### config.mk
export PLATFORM = sky130hd
export DESIGN_NAME = ratio_scale_pipe
export DESIGN_NICKNAME = d
export VERILOG_FILES = /design/src/rtl/ratio_scale_pipe.sv
export SDC_FILE = /design/constraint.sdc
export NUM_CORES = 1
export LEC_CHECK = 0
export ABC_AREA = 0
export CAP_MARGIN = 5
export CORE_MARGIN = 4
export CORE_UTILIZATION = 65
export CTS_BUF_LIST = sky130_fd_sc_hd__clkbuf_4 sky130_fd_sc_hd__clkbuf_8
export DETAILED_ROUTE_END_ITERATION = 10
export GPL_TIMING_DRIVEN = 1
export PLACE_DENSITY = 0.85
export SLEW_MARGIN = 15
export SYNTH_ARGS = -nofsm -noshare
export SYNTH_HDL_FRONTEND = slang
export SYNTH_SLANG_ARGS = --single-unit
### constraint.sdc
create_clock -name clk -period 5.45 [get_ports clk]
set_input_delay 0.545 -clock clk [delete_from_list [all_inputs] [get_ports clk]]
set_output_delay 0.545 -clock clk [all_outputs]
set_load 0.03 [all_outputs]
### src/rtl/ratio_scale_pipe.sv
// ratio_scale_pipe: y = coef * x[sel] / sum(x), signed Q0.(DW-1), restoring divide then shift-add multiply
// Ports:
//   clk, rst_n            clock, asynchronous active-low reset
//   i_in_valid/o_in_ready operand handshake (ready only while idle)
//   i_x, i_sel            CH unsigned channels, numerator select (>=CH picks channel 0)
//   i_coef_sen/i_coef_sdi serial coefficient load, sign first then magnitude MSB first
//   o_out_valid/i_out_ready result handshake
//   o_y, o_div_zero       signed result, flag for zero channel sum
// Build option: RATIO_ROUND_EN enables round-half-up with saturation.
module ratio_scale_pipe #(
    parameter int DW = 12,
    parameter int CH = 3,
    parameter int FW = 14,
    parameter int CW = 13
) (
    input  logic                   clk,
    input  logic                   rst_n,
    input  logic                   i_in_valid,
    output logic                   o_in_ready,
    input  logic [CH*DW-1:0]       i_x,
    input  logic [$clog2(CH)-1:0]  i_sel,
    input  logic                   i_coef_sen,
    input  logic                   i_coef_sdi,
    output logic                   o_out_valid,
    input  logic                   i_out_ready,
    output logic [DW-1:0]          o_y,
    output logic                   o_div_zero
);
    localparam int SELW = $clog2(CH);
    localparam int SW   = DW + SELW;
    localparam int PW   = FW + CW + 1;
    localparam int NW   = $clog2(FW + CW);

    typedef enum logic [1:0] {IDLE, DIV, MUL, DONE} state_t;

    state_t          r_state, w_next;
    logic            r_in_ready;
    logic [CW:0]     r_coef;
    logic [SW:0]     r_rem;
    logic [SW-1:0]   r_sum;
    logic            r_sign;
    logic [CW-1:0]   r_mag;
    logic [PW-1:0]   r_q;
    logic [PW-1:0]   r_p;
    logic [NW-1:0]   r_cnt;
    logic [DW-1:0]   r_y;
    logic            r_dz;

    logic [SW-1:0]   w_sum;
    logic [DW-1:0]   w_num;
    logic            w_accept, w_zero, w_ge;
    logic [SW-1:0]   w_rd;
    logic [PW-1:0]   w_pf;
    logic [DW-1:0]   w_m, w_y;

    always_comb begin
        w_sum = '0;
        for (int i = 0; i < CH; i++)
            w_sum = w_sum + {{(SW-DW){1'b0}}, i_x[i*DW +: DW]};
    end

    always_comb begin
        w_num = i_x[DW-1:0];
        for (int i = 1; i < CH; i++)
            if (i_sel == SELW'(i)) w_num = i_x[i*DW +: DW];
    end

    assign w_accept = i_in_valid && r_in_ready;
    assign w_zero   = (w_sum == '0);

    // r_rem holds the remainder already doubled for the next step, so step 0 sees num unshifted
    assign w_ge = (r_rem >= {1'b0, r_sum});
    assign w_rd = w_ge ? SW'(r_rem - {1'b0, r_sum}) : r_rem[SW-1:0];

    // Final partial product including the add of the current cycle, so y can be registered on DONE entry
    assign w_pf = r_p + (r_mag[0] ? r_q : '0);

`ifdef RATIO_ROUND_EN
    localparam logic [PW-1:0] RND = {{(PW-1){1'b0}}, 1'b1} << (FW + CW - DW);
    logic [DW-1:0] w_pr;
    assign w_pr = DW'((w_pf + RND) >> (PW - DW));
    assign w_m  = w_pr[DW-1] ? {1'b0, {(DW-1){1'b1}}} : w_pr;
`else
    assign w_m = w_pf[PW-1 -: DW];
`endif

    assign w_y = r_sign ? -w_m : w_m;

    always_comb begin
        w_next = r_state;
        case (r_state)
            IDLE:    if (w_accept) w_next = w_zero ? DONE : DIV;
            DIV:     if (r_cnt == NW'(FW)) w_next = MUL;
            MUL:     if (r_cnt == NW'(CW - 1)) w_next = DONE;
            DONE:    if (i_out_ready) w_next = IDLE;
            default: w_next = IDLE;
        endcase
    end

    // in_ready is registered so it stays low until the first edge after reset release
    always_ff @(posedge clk or negedge rst_n) begin
        if (!rst_n) begin
            r_state    <= IDLE;
            r_in_ready <= 1'b0;
        end else begin
            r_state    <= w_next;
            r_in_ready <= (w_next == IDLE);
        end
    end

    always_ff @(posedge clk or negedge rst_n) begin
        if (!rst_n) r_coef <= '0;
        else if (i_coef_sen) r_coef <= {r_coef[CW-1:0], i_coef_sdi};
    end

    always_ff @(posedge clk or negedge rst_n) begin
        if (!rst_n) begin
            r_rem  <= '0;
            r_sum  <= '0;
            r_sign <= 1'b0;
            r_mag  <= '0;
            r_q    <= '0;
            r_p    <= '0;
            r_cnt  <= '0;
            r_y    <= '0;
            r_dz   <= 1'b0;
        end else if (w_accept) begin
            r_rem  <= {{(SW+1-DW){1'b0}}, w_num};
            r_sum  <= w_sum;
            r_sign <= r_coef[CW];
            r_mag  <= r_coef[CW-1:0];
            r_q    <= '0;
            r_p    <= '0;
            r_cnt  <= '0;
            if (w_zero) begin
                r_y  <= '0;
                r_dz <= 1'b1;
            end
        end else if (r_state == DIV) begin
            r_rem <= {w_rd, 1'b0};
            r_q   <= {r_q[PW-2:0], w_ge};
            r_cnt <= (w_next == MUL) ? '0 : r_cnt + NW'(1);
        end else if (r_state == MUL) begin
            r_p   <= w_pf;
            r_q   <= r_q << 1;
            r_mag <= r_mag >> 1;
            r_cnt <= r_cnt + NW'(1);
            if (w_next == DONE) begin
                r_y  <= w_y;
                r_dz <= 1'b0;
            end
        end
    end

    assign o_in_ready  = r_in_ready;
    assign o_out_valid = (r_state == DONE);
    assign o_y         = r_y;
    assign o_div_zero  = r_dz;
endmodule

==> impl_metrics.csv, run 1 <==
group,metric,value,unit
global_route,track_usage,27.6,%
sta,rsz0062_at_grt,"false",
final_layout,drive_gt1_share,7.81,%
worst_setup_path,r2r_start,"r_mag[0]",
sta,hold_violations,0,
synth,synth_edf_count,0,
synth,ys_async_sr_fraction,100,%
worst_setup_path,crit_path_top_delay_cell,"dfrtp_1",
clocking,tritoncts,"yes",
clocking,cts_hold_buf,0,
sta,setup_violations,0,
clocking,cts_resized,0,
floorplan,core,0.0138,mm²
final_layout,final_cells,1255,
floorplan,core.rowCount,43,
clocking,clock_latency,0.46,ns
global_route,grt_max_degree,85,
routing,post_drt_wl_per_cell,17.1,µm
sta,final.setup_skew,0.0126,ns
floorplan,die_area,0.0160,mm²
synth,syn_area,0.00912,mm²
synth,yosysSeqAreaShare,36.8,%
clocking,h-tree-depth,4,
sta,final.setup.worst_slack,1.26,ns
sta,relSlewSlack,43.9,%
synth,yosysTopAreaCell,"dfrtp_1",
synth,syn_avg_cell_area,8.89,µm²
sta,holdWs,0.137,ns
worst_setup_path,worstPathCellList,"and2_1, ha_1, inv_1, fa_1, nand2b_1, a21oi_1, o21ai_0, a21o_1, a211oi_1, nor3_1, nand4bb_1, o21ai_0, xor2_1, o21ai_1",
place,io_buffers,58,
pwr,p_leak,4.61,nW
final_layout,layout_common_cells,"145 x nand2_1, 134 x dfrtp_1, 87 x a21oi_1, 73 x o21ai_0, 60 x nor2_1",
worst_setup_path,crit_type,"reg -> reg",
worst_setup_path,cp_slowest_stage_delay,0.88,ns
routing,antenna_left,0,
floorplan,pin_count,59,
final_layout,layout_commonest_cell,"nand2_1",
pwr,irDropWorstVdd,0.375,mV
place,routabilityCongestion,0.961,
sta,fin_crit_sh,76.9,%
clocking,post_cts_buffers,0,
floorplan,die_width,126,µm
global_route,antenna_found_initial,0,
worst_setup_path,end_kind,"register",
clocking,clock_path_buffers,2,
place,place_inst,1223,
run,cap_violations,0,
clocking,clock_sinks,134,
worst_setup_path,crit_start,"r_mag[0]",
global_route,grt_pass1_wl,36600,µm
pwr,p_total,5.24,mW
floorplan,die_y,126,µm
synth,synth_seq_cells,134,
clocking,clk_pin_slew,0.08,ns
run_status,status,"finished clean",
worst_setup_path,cp.required,5.78,ns
routing,drt-pass1-iter-count,5,
pwr,powerDensity,508,mW/mm²
place,dp_slack,0.908,ns
routing,drc,0,
clocking,clock-root-buffer,"clkbuf_8",
hold_path,hp-class,"in -> async",
final_layout,nFillCells,1027,
routing,routed_wl,21500,µm
worst_setup_path,crit_top_cell,"o21ai_0",
clocking,cts_inserted_buffers,17,
synth,ys_types,69,
final_layout,area_growth,13.1,%
place,post-dp-hpwl,15200,µm
worst_setup_path,critPathLaunchType,"register",
floorplan,start_util,66.0,%
sta,final_max_slew_viol_count,0,
sta,setup-tns-final,0,ns
sta,min_period,4.19,ns
global_route,grt_pass1_vias,7841,
synth,synthTopCellsByArea,"dfrtp_1 37%, ha_1 7.7%, nand2_1 6.0%, a21oi_1 4.8%, o21ai_0 4.0%",
routing,drt-initial-drc-count,644,
synth,syn_inst,1026,
synth,synthFlopType,"dfrtp_1",
global_route,grt_overflow_total,0,
synth,yosysTopAreaCellShare,36.8,%
synth,synth_fp_nets,1141,
sta,clock.fmax,239,MHz
final_layout,final_nets,1177,
sta,worst_pin_slew,0.839,ns
routing,viasPerCell,6.24,
final_layout,n_antenna_cell,0,
worst_setup_path,cp_max_fo,29,
routing,num_vias,7836,
synth,ys_warn_count,0,
worst_setup_path,cp_data_arrival_time,4.52,ns
-- routing by layer --
| layer | share of wire [%] | track usage [%] | vias to the layer above |
|---|---|---|---|
| li1 | - | - | 3745 |
| met1 | 45 | 36.3 | 3777 |
| met2 | 47 | 44.5 | 259 |
| met3 | 6.0 | 5.47 | 55 |
| met4 | 2.5 | 12.2 | 0 |
| met5 | 0 | 0 | - |
-- critical path, delay by kind of cell, from the launching register on --
kind | cells | cell delay, ns
and+or+nand+nor | 4 | 0.76
xor gates and xnor gates | 1 | 0.21
adders and majority gates | 2 | 0.58
AOI/OAI and AO/OA | 6 | 1.55
DFF | 1 | 0.88
buffers and inverters | 1 | 0.07
-- logic make-up (layout without fill, tap and decap cells) --
kind of cell    Yosys count  after routing  synth area share [%]
compound gates          322            322                  23.1
xor+xnor                 46             46                  4.62
fa+ha+maj                71             71                  11.0
buf+inv                  88            137                  3.66
flops                   134            134                  36.8
mux                      31             31                  3.61
simple gates            334            334                  17.3
-- power by group --
group / internal [mW] / switching, mW
logic: 1.03 / 1.57
clock network: 0.608 / 0.414
registers: 1.34 / 0.277
total: 2.98 / 2.26
-- cell usage after synthesis, types with 10 or more instances --
master and n:
a21o_1 16, inv_1 38, a211oi_1 22, o31ai_1 12, a21oi_1 88, dfrtp_1 134, and2_1 35, nand4_1 10
mux2_2 15, nor2b_1 15, a22o_1 29, mux2i_1 16, xnor2_1 23, clkbuf_1 44, nor2_1 61, nand2b_1 11
o21ai_1 10, fa_1 15, a31oi_1 16, o21ai_0 73, ha_1 56, nand3_1 19, nand2_1 146, nor3_1 13
xor2_1 22
-- per-stage QoR --
stage               utilization [%]  area [µm²]
floorplan                         -        9120
global route                   74.6       10300
detailed placement             71.1        9830
finish                         74.6       10300
global placement               71.1        9830
CTS                            74.6       10300
-- path summary, 6_finish.rpt --
path | to | slack (ns) | cells after the start
worst max-delay path | o_y[10] | 1.26 | 14
worst min-delay path | r_cnt[3] | 0.14 | 1
worst max register to register | o_y[10] | 1.26 | 14
worst min register to register | r_cnt[4] | 0.49 | 1
max in group asynchronous | r_q[2] | 4.18 | 2
min in group clk | r_cnt[4] | 0.49 | 1
-- state kept, by name, summed over array words and instances (netlist names) --
| signal | cells |
|---|---|
| r_mag | 13 |
| o_div_zero | 1 |
| r_state | 2 |
| r_rem | 15 |
| r_p | 28 |
| r_sign | 1 |
| r_q | 28 |
| o_y | 12 |
| r_cnt | 5 |
| r_sum | 14 |
| r_coef | 14 |
| o_in_ready | 1 |
-- area by class of cell --
cell class	instances	area, µm²	area share, %
Tap cell	180	225	2.18
Clock inverter	14	245	2.38
Sequential cell	134	3350	32.5
Clock buffer	18	248	2.40
Timing Repair Buffer	67	649	6.29
Multi-Input combinational cell	804	5460	52.9
Inverter	38	143	1.38
Power figures use the tool's default switching activity.
==> run 2, diff against run 1 <==
- CORE_UTILIZATION: 65 -> 56
- PLACE_DENSITY: 0.85 -> 0.78
- clock period: 5.45 -> 3.7 ns (I/O delays scaled with it)
==> run 2 against run 1 <==
Critical path depth is 5 higher. Utilization is 6.6 points lower. Via count is 0.69% higher. Sequential power is 45% higher. Largest power group unchanged. Routed wire length is 0.70% higher.
==> impl_metrics.csv, run 2 (same netlist as run 1, synthesis figures left out) <==
group,metric,value,unit
run_status,status,"finished clean",
pwr,irDropWorstVdd,0.429,mV
final_layout,final_nets,1240,
worst_setup_path,crit_start,"i_x[0]",
run,cap_violations,0,
routing,viasPerCell,5.83,
sta,min_period,3.53,ns
global_route,grt_overflow_total,0,
worst_setup_path,worstPathCellList,"clkdlybuf4s50_1, inv_1, fa_2, inv_2, ha_4, inv_2, fa_2, nor2b_2, o31a_1, o21a_1, nor2_1, xnor2_1, or4_4, nor3_2, buf_4, buf_4, o21ai_0, a22oi_1, nor2_1",
global_route,grt_pass1_wl,36300,µm
final_layout,drive_gt1_share,15.0,%
routing,routed_wl,21600,µm
place,post-dp-hpwl,15500,µm
floorplan,die_area,0.0184,mm²
routing,drt-pass1-iter-count,5,
floorplan,die_width,136,µm
hold_path,hp-class,"in -> async",
clocking,clock_sinks,134,
sta,holdWs,0.0301,ns
floorplan,pin_count,59,
sta,clock.fmax,283,MHz
clocking,clock_path_buffers,2,
worst_setup_path,crit_path_top_delay_cell,"or4_4",
sta,final.setup_skew,0.0108,ns
pwr,powerDensity,695,mW/mm²
final_layout,design_area,0.0109,mm²
global_route,grt_use_met1,33.4,%
place,placed_area,0.0103,mm²
worst_setup_path,cp_data_arrival_time,3.87,ns
sta,hold_violations,0,
final_layout,layout_common_cells,"145 x nand2_1, 133 x dfrtp_1, 85 x a21oi_1, 72 x o21ai_0, 71 x buf_4",
global_route,grt.met3_usage,4.05,%
global_route,grt-busiest-layer,"met2",
clocking,h-tree-depth,4,
global_route,grtUsageMet2,39.8,%
final_layout,layout_commonest_cell,"nand2_1",
clocking,tritoncts,"yes",
worst_setup_path,cp_slowest_stage_delay,0.52,ns
sta,setup-tns-final,0,ns
floorplan,die_y,136,µm
global_route,grt_max_degree,112,
final_layout,reg.largest.list,"r_p: 28 flops, r_q: 28 flops, r_rem: 15 flops",
clocking,clock_latency,0.46,ns
clocking,clock-root-buffer,"clkbuf_8",
sta,setup_violations,0,
worst_setup_path,cp_max_fo,3,
worst_setup_path,critPathLaunchType,"primary input",
routing,drc,0,
global_route,track_usage,24.1,%
final_layout,n_antenna_cell,0,
routing,num_vias,7890,
clocking,clk_pin_slew,0.08,ns
place,routabilityCongestion,0.899,
sta,final_max_slew_viol_count,0,
final_layout,nFillCells,1296,
final_layout,area_growth,19.0,%
clocking,cts_inserted_buffers,17,
floorplan,core.rowCount,46,
routing,drt-initial-drc-count,533,
worst_setup_path,path_delay_family,"simple AND/OR/NAND/NOR gates",
worst_setup_path,crit_type,"in -> reg",
sta,fin_crit_sh,95.3,%
floorplan,start_util,57.2,%
sta,worst_pin_slew,0.991,ns
worst_setup_path,cp.required,4.04,ns
global_route,antenna_found_initial,0,
place,io_buffers,58,
worst_setup_path,r2r_start,"r_mag[0]",
pwr,p_leak,4.94,nW
worst_setup_path,end_kind,"register",
sta,relSlewSlack,33.9,%
routing,post_drt_wl_per_cell,16.0,µm
worst_setup_path,crit_buf_inv,6,
global_route,grt_pass1_vias,7673,
floorplan,core,0.0159,mm²
routing,antenna_left,0,
## run 2: worst reg2reg max path: stages (launching register included)
cell and delay (ns):
dfrtp_2 0.47, buf_12 0.17, and2_1 0.16, ha_2 0.38, nand3_1 0.14, or4_4 0.62
a2111oi_4 0.37, a211o_2 0.21, ha_1 0.19, nand3_2 0.12, o31ai_2 0.29, xor2_1 0.18
o21ai_1 0.08
## run 2: per-stage QoR
stage / setup slack, ns / utilization, % / std cells / power, mW
finish: 0.173 / 68.1 / 1354 / 7.54
floorplan: 0.215 / - / 1026 / 5.15
CTS: 0.00274 / 67.1 / 1353 / 7.47
global placement: -0.379 / 64.9 / 1321 / 6.22
global route: -0.0198 / 68.1 / 1354 / 8.15
detailed placement: -0.490 / 64.9 / 1321 / 6.35
## run 2: final timing paths
| check | endpoint | slack (ns) | cells after the start |
|---|---|---|---|
| min reg2reg | o_y[2] | 0.48 | 2 |
| max in group asynchronous | r_p[8] | 2.91 | 2 |
| max reg2reg | o_y[8] | 0.19 | 12 |
| max | o_in_ready | 0.17 | 19 |
| min in group clk | r_sum[0] | 0.48 | 4 |
| min | o_y[3] | 0.03 | 1 |
## run 2: per-layer routing
| metal | up-vias | part of all wire (%) |
|---|---|---|
| li1 | 3872 | - |
| met1 | 3807 | 47 |
| met2 | 190 | 48 |
| met3 | 21 | 4.4 |
| met4 | 0 | 1.2 |
| met5 | - | 0 |
## run 2: layout make-up
type | count | area (µm²) | area share (%)
Timing Repair Buffer | 130 | 1160 | 10.7
Sequential cell | 134 | 3350 | 30.9
Inverter | 38 | 143 | 1.31
Tap cell | 216 | 270 | 2.49
Multi-Input combinational cell | 804 | 5570 | 51.3
Clock buffer | 18 | 248 | 2.28
Clock inverter | 14 | 103 | 0.945
## run 2: timing repair
action                                  4_1_cts  5_1_grt
gates cloned                                  0        0
endpoints found under the setup margin        1       14
pin swaps                                     1       21
hold buffers                                  0        0
hold endpoints to repair                      0        0
gates resized for setup                       0       38
setup buffers                                 0        1
## run 2: power by group
group | switching, mW | internal, mW | total [mW]
clock network | 0.614 | 0.483 | 1.10
logic | 2.38 | 1.71 | 4.09
registers | 0.374 | 1.98 | 2.35
